[src/rtl/knight_anim_pkg.sv]
// rtl/knight_anim_pkg.sv - shared types and default sprite constants for the knight animation block
package knight_anim_pkg;

    typedef enum logic [1:0] {
        IDLE = 2'd0,
        WALK = 2'd1,
        TURN = 2'd2
    } anim_state_t;

    typedef enum logic [1:0] {
        NONE  = 2'd0,
        LEFT  = 2'd1,
        RIGHT = 2'd2
    } dir_t;

    localparam int KNIGHT_W           = 50;
    localparam int KNIGHT_H           = 64;
    localparam int KNIGHT_FRAMES      = 4;
    localparam int KNIGHT_FRAME_TICKS = 6;
    localparam int KNIGHT_ADDR_W      = 12;

endpackage

[src/rtl/knight_pix_addr.sv]
// rtl/knight_pix_addr.sv - registered sprite hit test and mirrored frame ROM address
module knight_pix_addr import knight_anim_pkg::*; #(
    parameter int SPRITE_W = KNIGHT_W,
    parameter int SPRITE_H = KNIGHT_H,
    parameter int ADDR_W   = KNIGHT_ADDR_W
) (
    input  logic              vga_clk,
    input  logic              reset,
    input  logic [9:0]        DrawX,
    input  logic [9:0]        DrawY,
    input  logic [9:0]        knight_x,
    input  logic [9:0]        knight_y,
    input  logic              facing_left,
    output logic [ADDR_W-1:0] rom_address,
    output logic              sprite_on
);

    logic [9:0]        dx;
    logic [9:0]        dy;
    logic [9:0]        col;
    logic              hit;
    logic [ADDR_W-1:0] rom_address_d;
    logic [ADDR_W-1:0] rom_address_q;
    logic              sprite_on_d;
    logic              sprite_on_q;

    // Pixels left of / above the sprite wrap to large offsets and fail the range test.
    always_comb begin
        dx            = DrawX - knight_x;
        dy            = DrawY - knight_y;
        hit           = (dx < 10'(SPRITE_W)) && (dy < 10'(SPRITE_H));
        col           = facing_left ? (10'(SPRITE_W - 1) - dx) : dx;
        sprite_on_d   = hit;
        rom_address_d = hit ? (ADDR_W'(dy) * ADDR_W'(SPRITE_W) + ADDR_W'(col)) : '0;
    end

    always_ff @(posedge vga_clk or posedge reset) begin
        if (reset) begin
            rom_address_q <= '0;
            sprite_on_q   <= 1'b0;
        end else begin
            rom_address_q <= rom_address_d;
            sprite_on_q   <= sprite_on_d;
        end
    end

    assign rom_address = rom_address_q;
    assign sprite_on   = sprite_on_q;

endmodule

[src/rtl/knight_anim_ctrl.sv]
// rtl/knight_anim_ctrl.sv - per-frame knight walk sequencer and sprite ROM address generator
module knight_anim_ctrl import knight_anim_pkg::*; #(
    parameter int SPRITE_W    = KNIGHT_W,
    parameter int SPRITE_H    = KNIGHT_H,
    parameter int NUM_FRAMES  = KNIGHT_FRAMES,
    parameter int FRAME_TICKS = KNIGHT_FRAME_TICKS,
    parameter int ADDR_W      = KNIGHT_ADDR_W
) (
    input  logic              vga_clk,
    input  logic              reset,
    input  logic              vsync,
    input  logic [9:0]        DrawX,
    input  logic [9:0]        DrawY,
    input  logic [9:0]        knight_x,
    input  logic [9:0]        knight_y,
    input  logic              move_left,
    input  logic              move_right,
    output logic [1:0]        frame_sel,
    output logic              facing_left,
    output logic [ADDR_W-1:0] rom_address,
    output logic              sprite_on,
    output logic [1:0]        anim_state
);

    logic        vsync_d, vsync_q;
    logic        tick;
    dir_t        dir;
    logic        same_dir, opp_dir;
    anim_state_t state_d, state_q;
    logic [1:0]  frame_d, frame_q;
    logic        facing_d, facing_q;
    logic [7:0]  cnt_d, cnt_q;

    always_comb begin
        vsync_d = vsync;
        tick    = vsync_q & ~vsync;

        if (move_left && !move_right)      dir = LEFT;
        else if (move_right && !move_left) dir = RIGHT;
        else                               dir = NONE;

        same_dir = (dir == LEFT && facing_q) || (dir == RIGHT && !facing_q);
        opp_dir  = (dir != NONE) && !same_dir;

        state_d  = state_q;
        frame_d  = frame_q;
        facing_d = facing_q;
        cnt_d    = cnt_q;

        // Everything holds between ticks so the shown frame never changes mid-picture.
        if (tick) begin
            case (state_q)
                IDLE, TURN: begin
                    cnt_d = 8'd0;
                    if (same_dir) begin
                        state_d = WALK;
                        frame_d = 2'd1;
                    end else if (opp_dir) begin
                        state_d  = TURN;
                        facing_d = ~facing_q;
                        frame_d  = 2'd0;
                    end else begin
                        state_d = IDLE;
                        frame_d = 2'd0;
                    end
                end
                WALK: begin
                    if (same_dir) begin
                        if (cnt_q == 8'(FRAME_TICKS - 1)) begin
                            cnt_d   = 8'd0;
                            frame_d = (frame_q == 2'(NUM_FRAMES - 1)) ? 2'd1 : frame_q + 2'd1;
                        end else begin
                            cnt_d = cnt_q + 8'd1;
                        end
                    end else if (opp_dir) begin
                        state_d  = TURN;
                        facing_d = ~facing_q;
                        frame_d  = 2'd0;
                        cnt_d    = 8'd0;
                    end else begin
                        state_d = IDLE;
                        frame_d = 2'd0;
                        cnt_d   = 8'd0;
                    end
                end
                default: begin
                    state_d = IDLE;
                    frame_d = 2'd0;
                    cnt_d   = 8'd0;
                end
            endcase
        end
    end

    always_ff @(posedge vga_clk or posedge reset) begin
        if (reset) begin
            vsync_q  <= 1'b0;
            state_q  <= IDLE;
            frame_q  <= 2'd0;
            facing_q <= 1'b0;
            cnt_q    <= 8'd0;
        end else begin
            vsync_q  <= vsync_d;
            state_q  <= state_d;
            frame_q  <= frame_d;
            facing_q <= facing_d;
            cnt_q    <= cnt_d;
        end
    end

    assign frame_sel   = frame_q;
    assign facing_left = facing_q;
    assign anim_state  = state_q;

    knight_pix_addr #(
        .SPRITE_W (SPRITE_W),
        .SPRITE_H (SPRITE_H),
        .ADDR_W   (ADDR_W)
    ) u_pix_addr (
        .vga_clk     (vga_clk),
        .reset       (reset),
        .DrawX       (DrawX),
        .DrawY       (DrawY),
        .knight_x    (knight_x),
        .knight_y    (knight_y),
        .facing_left (facing_q),
        .rom_address (rom_address),
        .sprite_on   (sprite_on)
    );

endmodule
[config.mk]
export PLATFORM = sky130hd
export DESIGN_NAME = knight_anim_ctrl
export DESIGN_NICKNAME = d
export VERILOG_FILES = /design/src/rtl/knight_anim_pkg.sv /design/src/rtl/knight_pix_addr.sv /design/src/rtl/knight_anim_ctrl.sv
export SDC_FILE = /design/constraint.sdc
export NUM_CORES = 1
export LEC_CHECK = 0
export ABC_AREA = 1
export BUFFER_PORTS_ARGS = -buffer_cell sky130_fd_sc_hd__buf_2
export CAP_MARGIN = 5
export CORE_ASPECT_RATIO = 1.4
export CORE_MARGIN = 1.5
export CORE_UTILIZATION = 52
export CTS_BUF_LIST = sky130_fd_sc_hd__clkbuf_16
export DETAILED_ROUTE_END_ITERATION = 16
export PLACE_DENSITY = 0.78
export SYNTH_ARGS = -nofsm -noshare
export SYNTH_HDL_FRONTEND = slang
export SYNTH_SLANG_ARGS = --single-unit
export TNS_END_PERCENT = 100
[constraint.sdc]
create_clock -name vga_clk -period 2.15 [get_ports vga_clk]
set_input_delay 0.215 -clock vga_clk [delete_from_list [all_inputs] [get_ports vga_clk]]
set_output_delay 0.215 -clock vga_clk [all_outputs]
set_load 0.01 [all_outputs]
Word level (Yosys, flattened, before mapping). Index checks and enable logic that the tools add are counted.

Output and inout port bits: 18. Word-level logic and storage cells: 62. Register bits after elaboration: 27.

Eq/ne operators: 8. $lt $le $gt $ge: 2. $add $sub $neg: 6. Multiply operators: 1. Muxes and demuxes: 16. Bitwise logic cells: 4. Reductions and logical operators: 18.

Operators with widths (count): 8-bit two-way mux (3); 10-bit subtractor (2); 2-bit two-way mux (8); 12-bit by 10-bit adder with 12-bit output (1); 12-bit two-way mux (1); 10-bit by 5-bit multiplier with 11-bit output (second input constant) (1); 10-bit by 6-bit < comparator with 1-bit output (second input constant) (1); 10-bit by 7-bit < comparator with 1-bit output (second input constant) (1); 10-bit two-way mux (1); 6-bit by 10-bit subtractor with 10-bit output (first input constant) (1); 8-bit by 1-bit adder with 8-bit output (second input constant) (1); 8-bit by 3-bit equality test with 1-bit output (second input constant) (1); 2-bit case mux with 2 select lines (2); 2-bit equality test (second input constant) (3); 1-bit logical AND (6); 2-bit by 1-bit equality test with 1-bit output (second input constant) (2); 1-bit logical NOT (4); 2-bit AND reduction (2); 4-bit AND reduction (1); 3-bit != test (second input constant) (1); 1-bit inverter (3); 3-bit OR reduction (1); 2-bit by 1-bit adder with 2-bit output (second input constant) (1); 2-bit logical NOT (1); other kinds (6) (6).

Depth between registers and ports, before layout. Gate-level depths: netlist of run 1.

Depth after elaboration: 12. Mapped depth: 25. Depth with buffers taken out: 25.

By module. From an unflattened synthesis of run 1, not the netlist that was laid out.

Cells, all modules: 518. Area total of the unflattened synthesis: 3513.4 µm².

By module, submodules not included: knight_pix_addr (times used 1, area an instance 2675.1 µm², cells each 410); knight_anim_ctrl (times used 1, area an instance 838.3 µm², cells each 108).

Worst setup path after synthesis of run 1. No wires, ideal clock.

Kind: input to register. From: input port DrawY[0]. To: register u_pix_addr.rom_address_q[10], in the netlist u_pix_addr.rom_address[10]. Cell stages on the path: 25. Path buffers: 0. Slack: -2127 ps. Arrival: 4160 ps. Cell sequence: inv_1 > ha_1 > inv_1 > fa_1 > nand3_1 > nand2_2 > xor2_1 > ha_1 > ha_1 > inv_1 > fa_1 > inv_1 > ha_1 > a21o_1 > a31oi_1 > xor2_1 > inv_1 > ha_1 > inv_1 > nor3_1 > nand3_1 > nand4_1 > nand2_1 > nand4_1 > nor2_1.

Longest elaborated chain between the ends: 4.

Ends and longest elaborated chain: from (decl) (RTL line knight_anim_ctrl.sv:13) `input logic [9:0] DrawY,`; 10-bit subtractor * (RTL line knight_pix_addr.sv:30) `dy = DrawY - knight_y;`; 10-bit by 5-bit multiplier with 11-bit output / 10-bit by 7-bit < comparator with 1-bit output (equally long branches) (RTL line knight_pix_addr.sv:34, knight_pix_addr.sv:31); 12-bit by 10-bit adder with 12-bit output / 1-bit logical AND (equally long branches) (RTL line knight_pix_addr.sv:34, knight_pix_addr.sv:31); 12-bit two-way mux * (RTL line knight_pix_addr.sv:34) `rom_address_d = hit ? (ADDR_W'(dy) * ADDR_W'(SPRITE_W) + ADDR_W'(col)) : '0;`; named net u_pix_addr.rom_address_d[10] (RTL line knight_pix_addr.sv:22) `logic [ADDR_W-1:0] rom_address_d;`; to (signal assigned) (RTL line knight_pix_addr.sv:42) `rom_address_q <= rom_address_d;`; to (decl) (RTL line knight_pix_addr.sv:23) `logic [ADDR_W-1:0] rom_address_q;`.

The timed path passes the listed nets; every way through them passes the cells marked *. A chain may end at the register's enable or synchronous reset.

Final worst setup path of run 1. Same ends and word-level chain as after synthesis.

==> results of run 1 <==
==> final timing paths <==
path / from / to / slack, ps
worst min register to register: frame_sel[0]$_DFFE_PP0P_ / frame_sel[0]$_DFFE_PP0P_ / 530
min in group vga_clk: vsync / vsync_q$_DFF_PP0_ / 90
worst min-delay path: reset / u_pix_addr.rom_address[8]$_DFF_PP0_ / -1
worst max register to register: facing_left$_DFFE_PP0P_ / u_pix_addr.rom_address[11]$_DFF_PP0_ / -170
worst max-delay path: DrawY[0] / u_pix_addr.rom_address[10]$_DFF_PP0_ / -2010
max in group asynchronous: reset / cnt_q[2]$_DFFE_PP0P_ / 1900
==> power breakdown <==
part | leakage, nW | internal (mW) | switching [mW]
Combinational | 2.40 | 3.80 | 3.98
Sequential | 0.369 | 0.553 | 0.0473
Clock | 0.0371 | 0.252 | 0.168
Total | 2.81 | 4.60 | 4.19
==> per-stage QoR <==
| stage | hold WS [ps] | setup WS, ps | setup TNS, ps | power (mW) | utilization [%] |
|---|---|---|---|---|---|
| 6_report | -1.449 | -2007 | -11460 | 8.797 | 85.03 |
| 5_1_grt | 53.59 | -2019 | -12760 | 9.301 | 85.03 |
| 4_1_cts | 13.33 | -1765 | -10270 | 6.987 | 80.93 |
| 3_5_place_dp | 289.5 | -2123 | -14730 | 5.969 | 73.35 |
| 3_3_place_gp | 278.7 | -1977 | -13570 | 5.715 | 73.35 |
| 2_1_floorplan | 246.4 | -1767 | -8508 | 4.187 | - |
==> worst reg2reg max path: stages, from the launching register on <==
cell and delay (ps):
dfrtp_1 420, buf_4 190, nand2_1 120, nand2_1 80
xnor2_1 240, ha_1 360, a21oi_2 180, and2_4 170
nand2_2 60, nand2_2 80, nand2_1 50, nand2_1 70
xor2_1 150, nor2_1 50
==> kinds of logic (layout without fill, tap and decap cells) <==
| family | count (synthesis) | after routing | synth area share (%) |
|---|---|---|---|
| flops | 27 | 27 | 20.00 |
| simple gates | 210 | 210 | 28.59 |
| compound gates | 40 | 40 | 6.519 |
| buf+inv | 99 | 255 | 11.30 |
| fa+ha+maj | 60 | 60 | 24.00 |
| xor+xnor | 37 | 37 | 9.593 |
==> state kept, by name, summed over array words and instances (netlist names) <==
register,cells
u_pix_addr.rom_address,12
anim_state,2
frame_sel,2
facing_left,1
vsync_q,1
cnt_q,8
u_pix_addr.sprite_on,1
==> cells in the final DEF (no fill, tap or decap), types with 3 or more instances in the layout <==
| cell type | count |
|---|---|
| a21oi_2 | 6 |
| fa_1 | 5 |
| xor2_2 | 9 |
| nand2_1 | 97 |
| nor2_2 | 8 |
| inv_4 | 4 |
| clkbuf_16 | 3 |
| a21oi_1 | 14 |
| xnor2_1 | 8 |
| inv_1 | 79 |
| ha_1 | 30 |
| buf_4 | 78 |
| buf_6 | 16 |
| ha_4 | 22 |
| nand3_1 | 23 |
| nand2_2 | 13 |
| nand4_1 | 8 |
| fa_2 | 3 |
| dfrtp_1 | 27 |
| inv_2 | 10 |
| o21ai_0 | 7 |
| nand3_2 | 5 |
| nand3b_1 | 5 |
| buf_2 | 57 |
| xor2_1 | 16 |
| nor2_1 | 28 |
| nor2_4 | 9 |
==> final cells by class <==
cell class                      count  area share [%]
Sequential cell                    27           12.71
Clock buffer                        3           1.412
Inverter                           96           7.529
Tap cell                           72           1.694
Multi-Input combinational cell    347           55.29
Timing Repair Buffer              155           21.22
Clock inverter                      1          0.1412
==> per-layer routing <==
| metal | part of all wire [%] | GRT usage [%] | vias up |
|---|---|---|---|
| li1 | - | - | 1790 |
| met1 | 34 | 25.65 | 1839 |
| met2 | 54 | 57.80 | 163 |
| met3 | 3.5 | 1.858 | 82 |
| met4 | 8.6 | 15.09 | 0 |
| met5 | 0 | 0 | - |
==> timing repair <==
action / in CTS / in global routing
setup endpoints to repair: 13 / 13
setup buffers: 14 / 7
gates resized for setup: 58 / 43
gates cloned: 1 / 0
pin swaps: 27 / 39
==> flow_summary.yaml, run 1 <==
run_status:
  outcome: "complete, but fails checks"
  violations: "negative hold slack, negative setup slack"
yosys:
  yosys-top-cells-count: "105 x nand2_1, 95 x inv_1, 52 x ha_1"
  synth_edf_count: 0
  synth.distinct_cells: 34
  synth_most_common_cell: "nand2_1"
  synth_area_um2: 3378
  synthFlopType: "dfrtp_1"
  synth_cells: 473
  synth.top_cells.by_area: "dfrtp_1 20%, ha_1 19%, nand2_1 12%"
  ys_seq_elements: 27
  yosysWarnings: 0
  synth_top_area_cell: "dfrtp_1"
  syn_avg_cell_area_um2: 7.142
  synth_top_area_share_pct: 20.00
  ys_seq_area_share_pct: 20.00
  async_flop_share_pct: 100.0
  syn-num-nets: 578
setup_path:
  r2r_cells: 13
  crit_slowest_cell: "fa_1"
  critPathTopFamily: "adder cells"
  cp-end-kind: "flip-flop"
  critPathBufInv: 7
  crit_top_cell: "ha_4"
  cp.depth: 26
  critical_path_arrival_ps: 4290
  slowest_delay_ps: 520
  worstPathRequired_ps: 2290
  critical_path.max_fanout: 3
  path_class: "primary input to flip-flop"
  startpoint_type: "primary input"
clocking:
  clkTransAtPathRegs_ps: 60
  clock_latency_ps: 260
  cts_hold_buf: 0
  cts_buffers: 3
  clock-sinks: 27
  cts_max_level: 1
  tritoncts: "yes"
  cts.path.max_buffers: 2
  root_buffer: "clkbuf_16"
global_route:
  grt_pass1_vias: 3819
  grt_antenna_before_repair: 0
  grt_max_degree: 28
  track_usage_pct: 27.96
  grt_pass1_wl_mm: 15.99
  grt.overflow.total: 0
timing:
  rsz0062_at_grt: "true"
  finalHoldViolations: 3
  whs_ps: -1.449
  setup_viol: 13
  clock_skew_ps: 2.788
  slew_headroom_pct: 71.27
  finalCritPeriodShare_pct: 193.3
  final_max_slew_viol_count: 0
  setup_ws_ps: -2007
  min_period_ps: 4157
  worst_pin_slew_ps: 429.5
  max_freq_mhz: 240.6
floorplanning:
  die_height_um: 98.37
  num_rows: 34
  fp.dieW_um: 71.12
  start_util_pct: 54.02
  coreArea_um2: 6254
  dieArea_um2: 6996
  num_io_pins: 63
cells_and_area:
  register_area_um2: 675.6
  post_route_cells_drive_above_1_share_pct: 42.93
  multi_input_comb_area_um2: 2940
  layoutNonFillerInstCount: 701
  fillerInstances: 316
  area_growth_pct: 57.41
  nNetsFinal: 735
  final_area_um2: 5318
  diodes: 0
route:
  drt_iter0_markers: 217
  dr.pass1.iters: 5
  wl_per_cell_um: 16.62
  ant_nets: 0
  drc: 0
  finalWirelength_mm: 11.65
  drt-vias-per-instance: 5.526
  vias: 3874
place:
  post-dp-hpwl_mm: 6.864
  port_buffers: 62
  dpl-instance-area_um2: 4587
  gp_congestion: 0.8977
  dp.cells: 681
pwr:
  power_density_nw_per_um2: 1654
  leakage_nw: 2.808
  ir_drop_mv: 1.107
run:
  max_cap_viol_count: 0
worst_hold_path:
  hp-class: "primary input to async pin"
Power figures use the tool's default switching activity.
==> inputs of run 2 (changes only) <==
--- a/config.mk
+++ b/config.mk
@@ -10,10 +10,10 @@
 export CAP_MARGIN = 5
 export CORE_ASPECT_RATIO = 1.4
 export CORE_MARGIN = 1.5
-export CORE_UTILIZATION = 52
+export CORE_UTILIZATION = 57
 export CTS_BUF_LIST = sky130_fd_sc_hd__clkbuf_16
 export DETAILED_ROUTE_END_ITERATION = 16
-export PLACE_DENSITY = 0.78
+export PLACE_DENSITY = 0.82
 export SYNTH_ARGS = -nofsm -noshare
 export SYNTH_HDL_FRONTEND = slang
 export SYNTH_SLANG_ARGS = --single-unit
==> constraint.sdc (replaced) <==
create_clock -name vga_clk -period 4.2 [get_ports vga_clk]
set_input_delay 0.42 -clock vga_clk [delete_from_list [all_inputs] [get_ports vga_clk]]
set_output_delay 0.42 -clock vga_clk [all_outputs]
set_load 0.01 [all_outputs]
==> run 2 against run 1 <==
The flow now finishes without violations. Highest routed layer unchanged. Core utilization fell by 11 points. Hold slack improved by 280 ps. Worst setup slack improved by 2000 ps.
==> flow_summary.yaml, run 2 (synthesis results as in run 1) <==
worst_hold_path:
  hold_path.startpoint: "vsync"
  hp-class: "primary input to flip-flop"
run_status:
  outcome: "completed"
pwr:
  power.total_mw: 3.298
  ir_drop_mv: 0.5212
  power_density_nw_per_um2: 772.1
  leakage_nw: 2.438
floorplanning:
  fp.dieW_um: 68.07
  num_io_pins: 63
  dieArea_um2: 6404
  start_util_pct: 58.44
  coreArea_um2: 5781
  die_height_um: 94.09
  num_rows: 33
setup_path:
  critical_path_arrival_ps: 4350
  cp-end-kind: "flip-flop"
  startpoint_type: "primary input"
  worstPathRequired_ps: 4380
  cp-startpoint: "DrawY[0]"
  critical_path.max_fanout: 5
  r2r_start: "facing_left$_DFFE_PP0P_"
  path_class: "primary input to flip-flop"
route:
  drt-vias-per-instance: 5.119
  drt_iter0_markers: 212
  vias: 3271
  dr.pass1.iters: 4
  wl_per_cell_um: 12.16
  finalWirelength_mm: 7.772
  ant_nets: 0
  drc: 0
place:
  gp_congestion: 0.8302
  place_ws_ps: -322.8
  post-dp-hpwl_mm: 6.205
  port_buffers: 62
cells_and_area:
  largest_reg_flops: 12
  layout_commonest_cell: "nand2_1"
  area_growth_pct: 26.44
  post_route_cells_drive_above_1_share_pct: 26.89
  diodes: 0
  final_cell_mix: "105 x nand2_1, 85 x inv_1, 59 x buf_2"
  nNetsFinal: 675
timing:
  setup_ws_ps: 33.78
  max_freq_mhz: 240.0
  min_period_ps: 4166
  tns_ps: 0
  final_max_slew_viol_count: 0
  clock_skew_ps: 5.674
  setup_viol: 0
  rsz0062_at_grt: "true"
  worst_pin_slew_ps: 970.4
  slew_headroom_pct: 35.24
  finalCritPeriodShare_pct: 99.20
  finalHoldViolations: 0
global_route:
  grt_pass1_wl_mm: 12.63
  grt_pass1_vias: 3155
  grt_antenna_before_repair: 0
  grt.overflow.total: 0
  grt_max_degree: 28
  track_usage_pct: 25.21
clocking:
  clock-sinks: 27
  cts_max_level: 1
  tritoncts: "yes"
  root_buffer: "clkbuf_16"
  cts_buffers: 3
  clock_latency_ps: 260
  cts.path.max_buffers: 2
  clkTransAtPathRegs_ps: 70
run:
  max_cap_viol_count: 0
run 2: cell types whose count changed in the layout (fill, tap and decap cells not counted), moves of 5 or more:
cell,previous run,this run
buf_4,78,32
ha_1,30,46
ha_4,22,6
buf_6,16,4
nor2_4,9,0
nand2_1,97,105
nand2_2,13,5
xor2_1,16,23
xor2_2,9,2
inv_1,79,85
a21oi_1,14,19
nor2_2,8,13
run 2: repair_timing:
action,CTS,global route
hold buffers,0,0
pin swaps,14,33
setup buffers,1,4
setup endpoints to repair,2,3
resized for setup,8,24
run 2: final timing paths:
path	end	slack, ps	depth (start not counted)
max	u_pix_addr.rom_address[11]$_DFF_PP0_	30	25
min	vsync_q$_DFF_PP0_	280	1
max reg2reg	u_pix_addr.rom_address[11]$_DFF_PP0_	1630	14
min reg2reg	frame_sel[1]$_DFFE_PP0P_	510	2
max in group asynchronous	cnt_q[6]$_DFFE_PP0P_	3230	2
min in group asynchronous	u_pix_addr.rom_address[11]$_DFF_PP0_	380	2
run 2: metal layers:
metal | up-vias | part of all wire (%) | global-route usage (%)
met5 | - | 0 | 0
met4 | 0 | 2.4 | 8.000
met3 | 13 | 2.8 | 1.199
met2 | 69 | 58 | 52.02
met1 | 1509 | 37 | 25.08
li1 | 1680 | - | -
run 2: final cells by class:
type	count	area, um2
flip-flops and latches	27	675.6
inverters	96	372.9
fillers	439	1509
clock buffers	3	75.07
clock inverters	1	3.754
multi-input cells	347	2476
well taps	70	87.58
repair buffers	95	580.6
run 2: report_power, final:
part / switching (mW) / total, mW / internal (mW)
Clock: 0.0840 / 0.211 / 0.127
Combinational: 1.46 / 2.77 / 1.32
Sequential: 0.0316 / 0.315 / 0.283
Total: 1.57 / 3.30 / 1.73
run 2: through the flow:
| step | utilization (%) | instances | instance area, um2 | hold slack (ps) |
|---|---|---|---|---|
| after floorplan | - | 473 | 3443 | 451.4 |
| after global placement | 69.72 | 630 | 4030 | 491.4 |
| after detailed placement | 69.72 | 630 | 4030 | 497.2 |
| after CTS | 71.75 | 635 | 4148 | 282.9 |
| after global routing | 73.90 | 639 | 4272 | 291.4 |
| final | 73.90 | 639 | 4272 | 282.3 |
run 2: worst max-delay path, cell delays in order:
cell and delay [ps]:
buf_6 90, inv_4 40, ha_4 130, inv_4 30, fa_2 390, nand3_2 80
nand2_2 60, xor2_1 150, ha_1 280, ha_1 290, inv_2 40, fa_1 540
inv_2 50, ha_4 220, buf_4 130, xor2_1 150, ha_1 390, buf_6 130
nand4_1 160, nand2_1 110, nand2_1 70, nand2_1 70, nand2_1 60, xor2_1 140
nor2_1 110
==> inputs of run 3 (changes only) <==
--- a/config.mk
+++ b/config.mk
@@ -8,13 +8,14 @@
 export ABC_AREA = 1
 export BUFFER_PORTS_ARGS = -buffer_cell sky130_fd_sc_hd__buf_2
 export CAP_MARGIN = 5
+export CELL_PAD_IN_SITES_DETAIL_PLACEMENT = 1
+export CELL_PAD_IN_SITES_GLOBAL_PLACEMENT = 1
 export CORE_ASPECT_RATIO = 1.4
 export CORE_MARGIN = 1.5
-export CORE_UTILIZATION = 57
+export CORE_UTILIZATION = 41
 export CTS_BUF_LIST = sky130_fd_sc_hd__clkbuf_16
 export DETAILED_ROUTE_END_ITERATION = 16
-export PLACE_DENSITY = 0.82
+export PLACE_DENSITY_LB_ADDON = 0.1
 export SYNTH_ARGS = -nofsm -noshare
 export SYNTH_HDL_FRONTEND = slang
 export SYNTH_SLANG_ARGS = --single-unit
-export TNS_END_PERCENT = 100
==> run 3 against run 2 <==
Sequential share of layout area decreased by 0.39 points. Worst setup slack got worse by 21 ps. Clock-buffer cell count did not move. Global-route usage is 3.1 points lower. Clock skew is 3.4 ps lower. Non-clock buffer count up 12. First-iteration DRC count down 57%. Register-to-register slack got worse by 130 ps. Combinational power up 3%. Total power grew 2.7%. Via count grew 4.1%. Critical endpoint unchanged. Highest routed layer unchanged.
==> flow_summary.yaml, run 3 (synthesis results as in run 1) <==
route:
  dr.pass1.iters: 4
  finalWirelength_mm: 9.319
  drt_iter0_markers: 92
  vias: 3405
  drt-vias-per-instance: 4.985
  drc: 0
  wl_per_cell_um: 13.64
  ant_nets: 0
clocking:
  root_buffer: "clkbuf_16"
  clkTransAtPathRegs_ps: 70
  cts.path.max_buffers: 2
  cts_buffers: 3
  clock-sinks: 27
  clock_latency_ps: 270
  tritoncts: "yes"
  cts_max_level: 1
cells_and_area:
  layout_commonest_cell: "nand2_1"
  multi_input_comb_area_um2: 2466
  final_area_um2: 4379
  layoutNonFillerInstCount: 683
  diodes: 0
  final_cell_mix: "105 x nand2_1, 88 x inv_1, 61 x buf_2"
  fin_util_pct: 54.06
  area_growth_pct: 29.63
  post_route_cells_drive_above_1_share_pct: 27.88
  nNetsFinal: 687
  register_area_um2: 675.6
  fillerInstances: 1102
  largest_reg_flops: 12
pwr:
  power.total_mw: 3.386
  ir_drop_mv: 0.5336
  leakage_nw: 2.496
  power_density_nw_per_um2: 773.2
floorplanning:
  num_rows: 39
  dieArea_um2: 8801
  die_height_um: 110.4
  coreArea_um2: 8100
  fp.dieW_um: 79.72
  num_io_pins: 63
  start_util_pct: 41.71
timing:
  slew_headroom_pct: 31.24
  whs_ps: 281.3
  min_period_ps: 4187
  final_max_slew_viol_count: 0
  tns_ps: 0
  finalCritPeriodShare_pct: 99.69
  rsz0062_at_grt: "true"
  setup_ws_ps: 12.96
  finalHoldViolations: 0
  clock_skew_ps: 2.235
  setup_viol: 0
  worst_pin_slew_ps: 1030
  max_freq_mhz: 238.8
global_route:
  grt_max_degree: 28
  track_usage_pct: 22.15
  grt.overflow.total: 0
  grt_pass1_wl_mm: 15.75
  grt_pass1_vias: 3699
  grt_antenna_before_repair: 0
setup_path:
  critical_path.max_fanout: 4
  crit_top_cell: "nand2_1"
  cp-end-kind: "flip-flop"
  crit_slowest_cell: "fa_1"
  crit_chain: "buf_2 > inv_1 > ha_4 > inv_2 > o31ai_4 > xor2_1 > ha_1 > ha_1 > inv_1 > fa_1 > inv_2 > ha_4 > a21oi_1 > nand2_1 > xor2_1 > ha_2 > buf_6 > nand4_1 > nand2_1 > nand2_1 > nand2_1 > nand2_1 > xor2_1 > nor2_1"
  worstPathRequired_ps: 4390
  slowest_delay_ps: 520
  path_class: "primary input to flip-flop"
  critical_path_arrival_ps: 4380
  startpoint_type: "primary input"
worst_hold_path:
  hp-class: "primary input to flip-flop"
run_status:
  outcome: "completed"
place:
  place_ws_ps: -383.6
  gp_congestion: 0.8042
  post-dp-hpwl_mm: 7.760
  dpl-instance-area_um2: 4115
  dp.cells: 668
  port_buffers: 62
run:
  max_cap_viol_count: 0
[run 3: critical path, delay by kind of cell]
kind	cells	cell delay (ps)
XOR/XNOR	3	480
adder cells (fa/ha/maj)	6	1980
AO/OA/AOI/OAI	2	460
AND/OR/NAND/NOR	7	630
buffers and inverters	6	410
[run 3: worst paths after layout]
check	depth (start not counted)	to	slack (ps)	startpoint
worst max-delay path	24	u_pix_addr.rom_address[11]$_DFF_PP0_	10	knight_y[2]
worst max register to register	11	u_pix_addr.rom_address[8]$_DFF_PP0_	1500	facing_left$_DFFE_PP0P_
worst min register to register	2	frame_sel[1]$_DFFE_PP0P_	520	frame_sel[1]$_DFFE_PP0P_
worst min-delay path	1	vsync_q$_DFF_PP0_	280	vsync
min in group asynchronous	2	u_pix_addr.rom_address[9]$_DFF_PP0_	390	reset
max in group asynchronous	2	vsync_q$_DFF_PP0_	3190	reset
[run 3: layout make-up]
cell class,count,share of cell area [%]
Timing Repair Buffer,107,15.11
Tap cell,102,2.914
Multi-Input combinational cell,347,56.31
Inverter,96,8.400
Clock buffer,3,1.714
Clock inverter,1,0.1143
Sequential cell,27,15.43
[run 3: metal layers]
layer  wire length [um]  track usage, %  vias to the layer above
li1                   -               -                     1696
met1               3456           21.05                     1610
met2               5262           45.82                       73
met3                214           1.322                       26
met4                386           9.240                        0
met5                  0               0                        -
[run 3: repair_timing]
item | in CTS | in global routing
endpoints found under the setup margin | 2 | 3
pin swaps | 14 | 24
buffers inserted | 7 | 4
hold buffers | 0 | 0
gates resized for setup | 10 | 16
[run 3: power breakdown]
group,total [mW],switching (mW),internal (mW),leakage [nW]
combinational,2.85,1.49,1.36,2.09
clock,0.222,0.0928,0.129,0.0409
sequential,0.317,0.0336,0.283,0.369
total,3.39,1.61,1.77,2.50
